===== src/rtl/div_pkg.sv =====
// Shared definitions for the sequential divider: FSM encodings and sizing helpers.
package div_pkg;

    typedef enum logic [1:0] {
        S_IDLE = 2'd0,
        S_CALC = 2'd1,
        S_FIX  = 2'd2
    } state_t;

    localparam int N_DEFAULT = 32;

    // Iteration counter width; holds N-1 down to 0.
    function automatic int cnt_width(input int n);
        return $clog2(n);
    endfunction

endpackage


===== src/rtl/seq_divider_twos_abs.sv =====
// Combinational sign and magnitude of an N-bit two's-complement value.
// The magnitude is one bit wider so that |MIN| is exact.
module twos_abs #(
    parameter int N = 32
) (
    input  logic [N-1:0] a_i,
    output logic         sign_o,
    output logic [N:0]   mag_o
);

    logic [N:0] ext;

    assign ext    = {a_i[N-1], a_i};
    assign sign_o = a_i[N-1];
    assign mag_o  = sign_o ? -ext : ext;

endmodule


===== src/rtl/seq_divider.sv =====
// Iterative signed restoring divider: one quotient bit per clock, start/done handshake,
// truncating toward zero with the remainder taking the dividend's sign.
module seq_divider
    import div_pkg::*;
#(
    parameter int N = N_DEFAULT
) (
    input  logic         clk,
    input  logic         rst,
    input  logic         start,
    input  logic [N-1:0] A,
    input  logic [N-1:0] B,
    output logic         busy,
    output logic         done,
    output logic [N-1:0] Q,
    output logic [N-1:0] R,
    output logic         div_by_zero
);

    localparam int CNT_W = cnt_width(N);

    state_t             state_q, state_d;
    logic [N:0]         rem_q, rem_d;
    logic [N-1:0]       dvd_q, dvd_d;
    logic [N:0]         dsr_q, dsr_d;
    logic [CNT_W-1:0]   cnt_q, cnt_d;
    logic               qsign_q, qsign_d;
    logic               asign_q, asign_d;
    logic               bzero_q, bzero_d;
    logic [N-1:0]       q_q, q_d;
    logic [N-1:0]       r_q, r_d;
    logic               dbz_q, dbz_d;
    logic               done_q, done_d;

    logic               load_en, calc_en, fix_en;
    logic               sign_a, sign_b;
    logic [N:0]         mag_a, mag_b;
    logic               unused_mag_a_msb;
    logic [N+1:0]       shifted, diff;
    logic               diff_neg;

    twos_abs #(.N(N)) u_abs_a (.a_i(A), .sign_o(sign_a), .mag_o(mag_a));
    twos_abs #(.N(N)) u_abs_b (.a_i(B), .sign_o(sign_b), .mag_o(mag_b));

    // |A| never exceeds 2^(N-1), so it fits the N-bit dividend register.
    assign unused_mag_a_msb = mag_a[N];

    assign shifted  = {rem_q, dvd_q[N-1]};
    assign diff     = shifted - {1'b0, dsr_q};
    assign diff_neg = diff[N+1];

    // NOTE: async reset clears every register, including results, so an aborted op leaves no stale Q/R.
    always_ff @(posedge clk or posedge rst) begin
        if (rst) begin
            state_q <= S_IDLE;
        end else begin
            // NOTE: non-blocking assignments keep all registers sampling pre-edge values.
            state_q <= state_d;
        end
    end

    always_comb begin
        // NOTE: defaulting every comb output first is what prevents latch inference.
        state_d = state_q;
        unique case (state_q)
            S_IDLE:  if (start) state_d = S_CALC;
            S_CALC:  if (cnt_q == '0) state_d = S_FIX;
            S_FIX:   state_d = S_IDLE;
            default: state_d = S_IDLE;
        endcase
    end

    always_comb begin
        busy    = (state_q != S_IDLE);
        load_en = (state_q == S_IDLE) && start;
        calc_en = (state_q == S_CALC);
        fix_en  = (state_q == S_FIX);
    end

    always_comb begin
        rem_d   = rem_q;
        dvd_d   = dvd_q;
        dsr_d   = dsr_q;
        cnt_d   = cnt_q;
        qsign_d = qsign_q;
        asign_d = asign_q;
        bzero_d = bzero_q;
        q_d     = q_q;
        r_d     = r_q;
        dbz_d   = dbz_q;
        done_d  = 1'b0;
        if (load_en) begin
            rem_d   = '0;
            dvd_d   = mag_a[N-1:0];
            dsr_d   = mag_b;
            cnt_d   = CNT_W'(N - 1);
            qsign_d = sign_a ^ sign_b;
            asign_d = sign_a;
            bzero_d = (mag_b == '0);
        end
        if (calc_en) begin
            rem_d = diff_neg ? shifted[N:0] : diff[N:0];
            dvd_d = {dvd_q[N-2:0], ~diff_neg};
            cnt_d = cnt_q - CNT_W'(1);
        end
        if (fix_en) begin
            // With a zero divisor the remainder path already yields A; only Q needs forcing.
            q_d    = bzero_q ? '1 : (qsign_q ? -dvd_q : dvd_q);
            r_d    = asign_q ? -rem_q[N-1:0] : rem_q[N-1:0];
            dbz_d  = bzero_q;
            done_d = 1'b1;
        end
    end

    always_ff @(posedge clk or posedge rst) begin
        if (rst) begin
            rem_q   <= '0;
            dvd_q   <= '0;
            dsr_q   <= '0;
            cnt_q   <= '0;
            qsign_q <= 1'b0;
            asign_q <= 1'b0;
            bzero_q <= 1'b0;
            q_q     <= '0;
            r_q     <= '0;
            dbz_q   <= 1'b0;
            done_q  <= 1'b0;
        end else begin
            rem_q   <= rem_d;
            dvd_q   <= dvd_d;
            dsr_q   <= dsr_d;
            cnt_q   <= cnt_d;
            qsign_q <= qsign_d;
            asign_q <= asign_d;
            bzero_q <= bzero_d;
            q_q     <= q_d;
            r_q     <= r_d;
            dbz_q   <= dbz_d;
            done_q  <= done_d;
        end
    end

    assign done        = done_q;
    assign Q           = q_q;
    assign R           = r_q;
    assign div_by_zero = dbz_q;

endmodule


===== config.mk =====
export PLATFORM = sky130hd
export DESIGN_NAME = seq_divider
export DESIGN_NICKNAME = d
export VERILOG_FILES = /design/src/rtl/div_pkg.sv /design/src/rtl/seq_divider_twos_abs.sv /design/src/rtl/seq_divider.sv
export SDC_FILE = /design/constraint.sdc
export NUM_CORES = 1
export LEC_CHECK = 0
export ABC_AREA = 1
export BUFFER_PORTS_ARGS = -buffer_cell sky130_fd_sc_hd__buf_2
export CORE_MARGIN = 2
export CORE_UTILIZATION = 45
export DETAILED_ROUTE_END_ITERATION = 6
export GPL_TIMING_DRIVEN = 0
export HOLD_SLACK_MARGIN = 0.03
export SLEW_MARGIN = 20
export SYNTH_ARGS = -nofsm -noshare
export SYNTH_HDL_FRONTEND = slang
export SYNTH_HIERARCHICAL = 1
export SYNTH_SLANG_ARGS = --single-unit
export TNS_END_PERCENT = 1

===== constraint.sdc =====
create_clock -name clk -period 8.3 [get_ports clk]
set_input_delay 1.66 -clock clk [delete_from_list [all_inputs] [get_ports clk]]
set_output_delay 1.66 -clock clk [all_outputs]
set_load 0.01 [all_outputs]

==> metrics.md <==
| Metric | Value |
|---|---|
| Dpl cell area | 0.01490 mm² |
| Normalized max-slew margin | between 40% and 50% |
| DR WL met2 | 21850 µm |
| Pleak | ~8.4 nW |
| Overall global routing resource usage | a little over 30% |
| Final setup viols | 0 |
| Setup WS post-layout | 5.072 ns |
| Final Hold Vio Count | 0 |
| Fin crit period | approximately 3.2 ns |
| Synthesis-to-layout area growth | 13.07% |
| Core area | 0.02980 mm² |
| Layout cells sized above 1 | between 10% and 20% |
| Final Instance Area | ~0.016 mm² |
| Worst hold slack | approximately 0.48 ns |
| Outcome | finished clean |
| CP Class | in2reg |
| # hold bufs at CTS | 0 |
| # diodes | 0 |
| Post-DP HPWL | between 30000 and 40000 µm |
| Largest delay share family, worst path | simple AND/OR/NAND/NOR gates |
| Yosys warning count | 6 |
| Initial DRC Count | roughly 1200 |
| Clock buffer depth | 2 |
| WHS Path Cells | 2 |
| Maximum clock frequency | a little over 300 MHz |
| Setup Buffers After CTS | 0 |
| Max_cap viols | 0 |
| Wirelength, routed | between 40000 and 50000 µm |
| Hold_sp | R[16]$_DFFE_PP0P_ |
| Die area | around 0.032 mm² |
| Largest net degree at the start of global routing | just under 100 |
| Residual DRC | 0 |
| Initial Util | 46.01% |
| CTS tree | yes |
| CP peak stage delay | 0.35 ns |
| CP bufs+invs | 3 |
| Worst R2R End | rem_q[24]$_DFFE_PP0P_ |
| Die H | roughly 180 µm |
| Via Count | between 10000 and 15000 |
| Final period util | a little under 40% |
| Resized cells post-CTS | 0 |
| Placement row count | 63 |
| TNS Setup | 0 ns |
| Top Layer Used | met4 |
| CP arrival | 3.58 ns |
| Post-Synthesis Cells | roughly 2100 |
| Port-buffer cells | between 100 and 150 |
| Worst reg2reg setup slack | between 5 and 6 ns |
| Worst path slowest cell | nor4_1 |
| Fin. max-slew vios | 0 |
| Gpl congestion | slightly below 1 |
| First-pass GRT wire length | 72770 µm |
| RSZ-0062 raised after global routing | no |
| H-tree Lvls | 4 |
| Core Util, Final | 52.03% |
| Cell Area, Synth | 0.01371 mm² |
| Hold EP | R[16]$_DFFE_PP0P_ |
| Slew @ Worst Pin | around 0.9 ns |
| CP most frequent cell | nand2_1 |
| Post-synthesis area per instance | roughly 6.4 µm² |
| Skew final | slightly below 0.02 ns |
| Min-Delay Path Class | reg2reg |
| Die span in x | 178.6 µm |
| Reg clk slew, reported paths | about 0.070 ns |
| Final antenna-violating net count | 0 |
| Clock Tree Root | clkbuf_16 |
| WL/cell | 17.36 µm |
| Pre-CTS setup slack | between 4 and 5 ns |
| Vias per cell | 5.303 |
| I/O pins | approximately 130 |
| Max VDD drop | ~0.25 mV |
| Syn nets | between 2000 and 2500 |
| Layout Nets | 2392 |
| Critical Path RT | 8.65 ns |
| Clock Sinks | 174 |
| Metal1 wirelength | around 20000 µm |
| GR Overflow Total | 0 |
| Worst-path cell chain | buf_2 -> inv_1 -> ha_1 -> nand2_1 -> nor2_1 -> nand2_1 -> nand2_1 -> xnor2_1 -> inv_1 -> nand4_1 -> nor4_1 -> nand4_1 -> o31ai_1 |
| Worst Setup End Kind | register |
| Worst-Skew Late Latency | between 0.4 and 0.5 ns |
| Antenna violations before repair | 0 |
| Vias in the first global route | 13385 |
| PwrDens | 427.8 mW/mm² |
| Drt pass-1 iters | 6 |
| Max FO, Critical Path | 4 |
| Reg2reg path depth | 16 |
| Crit Reg-Reg Startpoint | dvd_q[31]$_DFFE_PP0P_ |
| Routed met3 length | about 2300 µm |
| Num CTS Buffers | 17 |
| Element type at the critical path start | input port |
-- worst reg2reg max path, stage by stage (launching register included) --
cell and delay (ns):
dfrtp_1 0.38, inv_1 0.14, ha_1 0.17, inv_1 0.07
fa_1 0.47, nand3_1 0.11, nand3_1 0.17, nand2_1 0.10
nand2_1 0.11, nand2_1 0.08, nand2_1 0.12, nand2_1 0.12
nand3b_1 0.08, nand2_1 0.14, nand3_1 0.13, nand3_1 0.09
nand2_1 0.05
-- how the worst max path moves through the flow --
stage	start	end	slack, ns	depth (start not counted)
after floorplan	rst	Q[0]$_DFFE_PP0P_	1.92	1
after CTS	B[0]	bzero_q$_DFFE_PP0P_	5.09	13
after detailed placement	B[0]	bzero_q$_DFFE_PP0P_	4.63	13
after global routing	B[0]	bzero_q$_DFFE_PP0P_	4.93	13
after global placement	rst	div_by_zero$_DFFE_PP0P_	-0.22	2
final	B[0]	bzero_q$_DFFE_PP0P_	5.07	13
-- power by group --
group	leakage [nW]	switching (mW)	internal, mW	total, mW
Combinational	5.86	2.82	1.46	4.28
Clock	0.289	0.374	0.485	0.860
Sequential	2.20	0.351	1.14	1.49
Total	8.35	3.55	3.08	6.63
-- per-stage QoR --
step / std cells / total power, mW
3_5_place_dp: 2656 / 5.739
2_1_floorplan: 2132 / 4.502
4_1_cts: 2687 / 6.618
5_1_grt: 2687 / 7.269
3_3_place_gp: 2655 / 5.677
6_report: 2687 / 6.632
-- layout by cell type, fill, tap and decap left out, types with 4 or more instances in the layout --
cell type	n
a21oi_1	33
and2_1	7
o31ai_1	6
buf_4	12
xnor2_1	36
buf_2	145
nand2_4	4
a31oi_1	17
o21ai_1	8
xor2_1	35
nand2_2	15
nor4_1	6
clkbuf_1	39
ha_1	39
nor2_4	7
inv_2	9
nor2_2	13
nand3_2	13
nand2_1	660
dfrtp_1	174
a22oi_1	32
nand3b_1	11
inv_1	324
o21ai_0	133
nor2_1	197
or2_2	4
clkbuf_16	17
o22ai_1	4
nor3_1	21
buf_6	5
nand3_1	201
nand4_1	32
-- metal layers --
metal / global-route usage (%) / vias up
met1: 38.83 / 6651
met3: 4.113 / 100
met5: 0 / -
met2: 50.21 / 451
met4: 14.09 / 0
li1: - / 7048
-- registers in the layout, summed over array words and instances, names as in the netlist --
register,count
div_by_zero,1
state_q,2
asign_q,1
qsign_q,1
rem_q,33
cnt_q,5
Q,32
R,32
done,1
dvd_q,32
bzero_q,1
dsr_q,33
-- final cells by class --
type	count	area (µm²)
fillers	3126	14290
inverters	335	1265
clock buffers	20	446.7
multi-input cells	1554	7742
well taps	390	488.0
repair buffers	134	693.2
plain buffers	69	356.6
clock inverters	11	156.4
flip-flops and latches	174	4354
No activity file was read; power rests on OpenSTA's default activity.
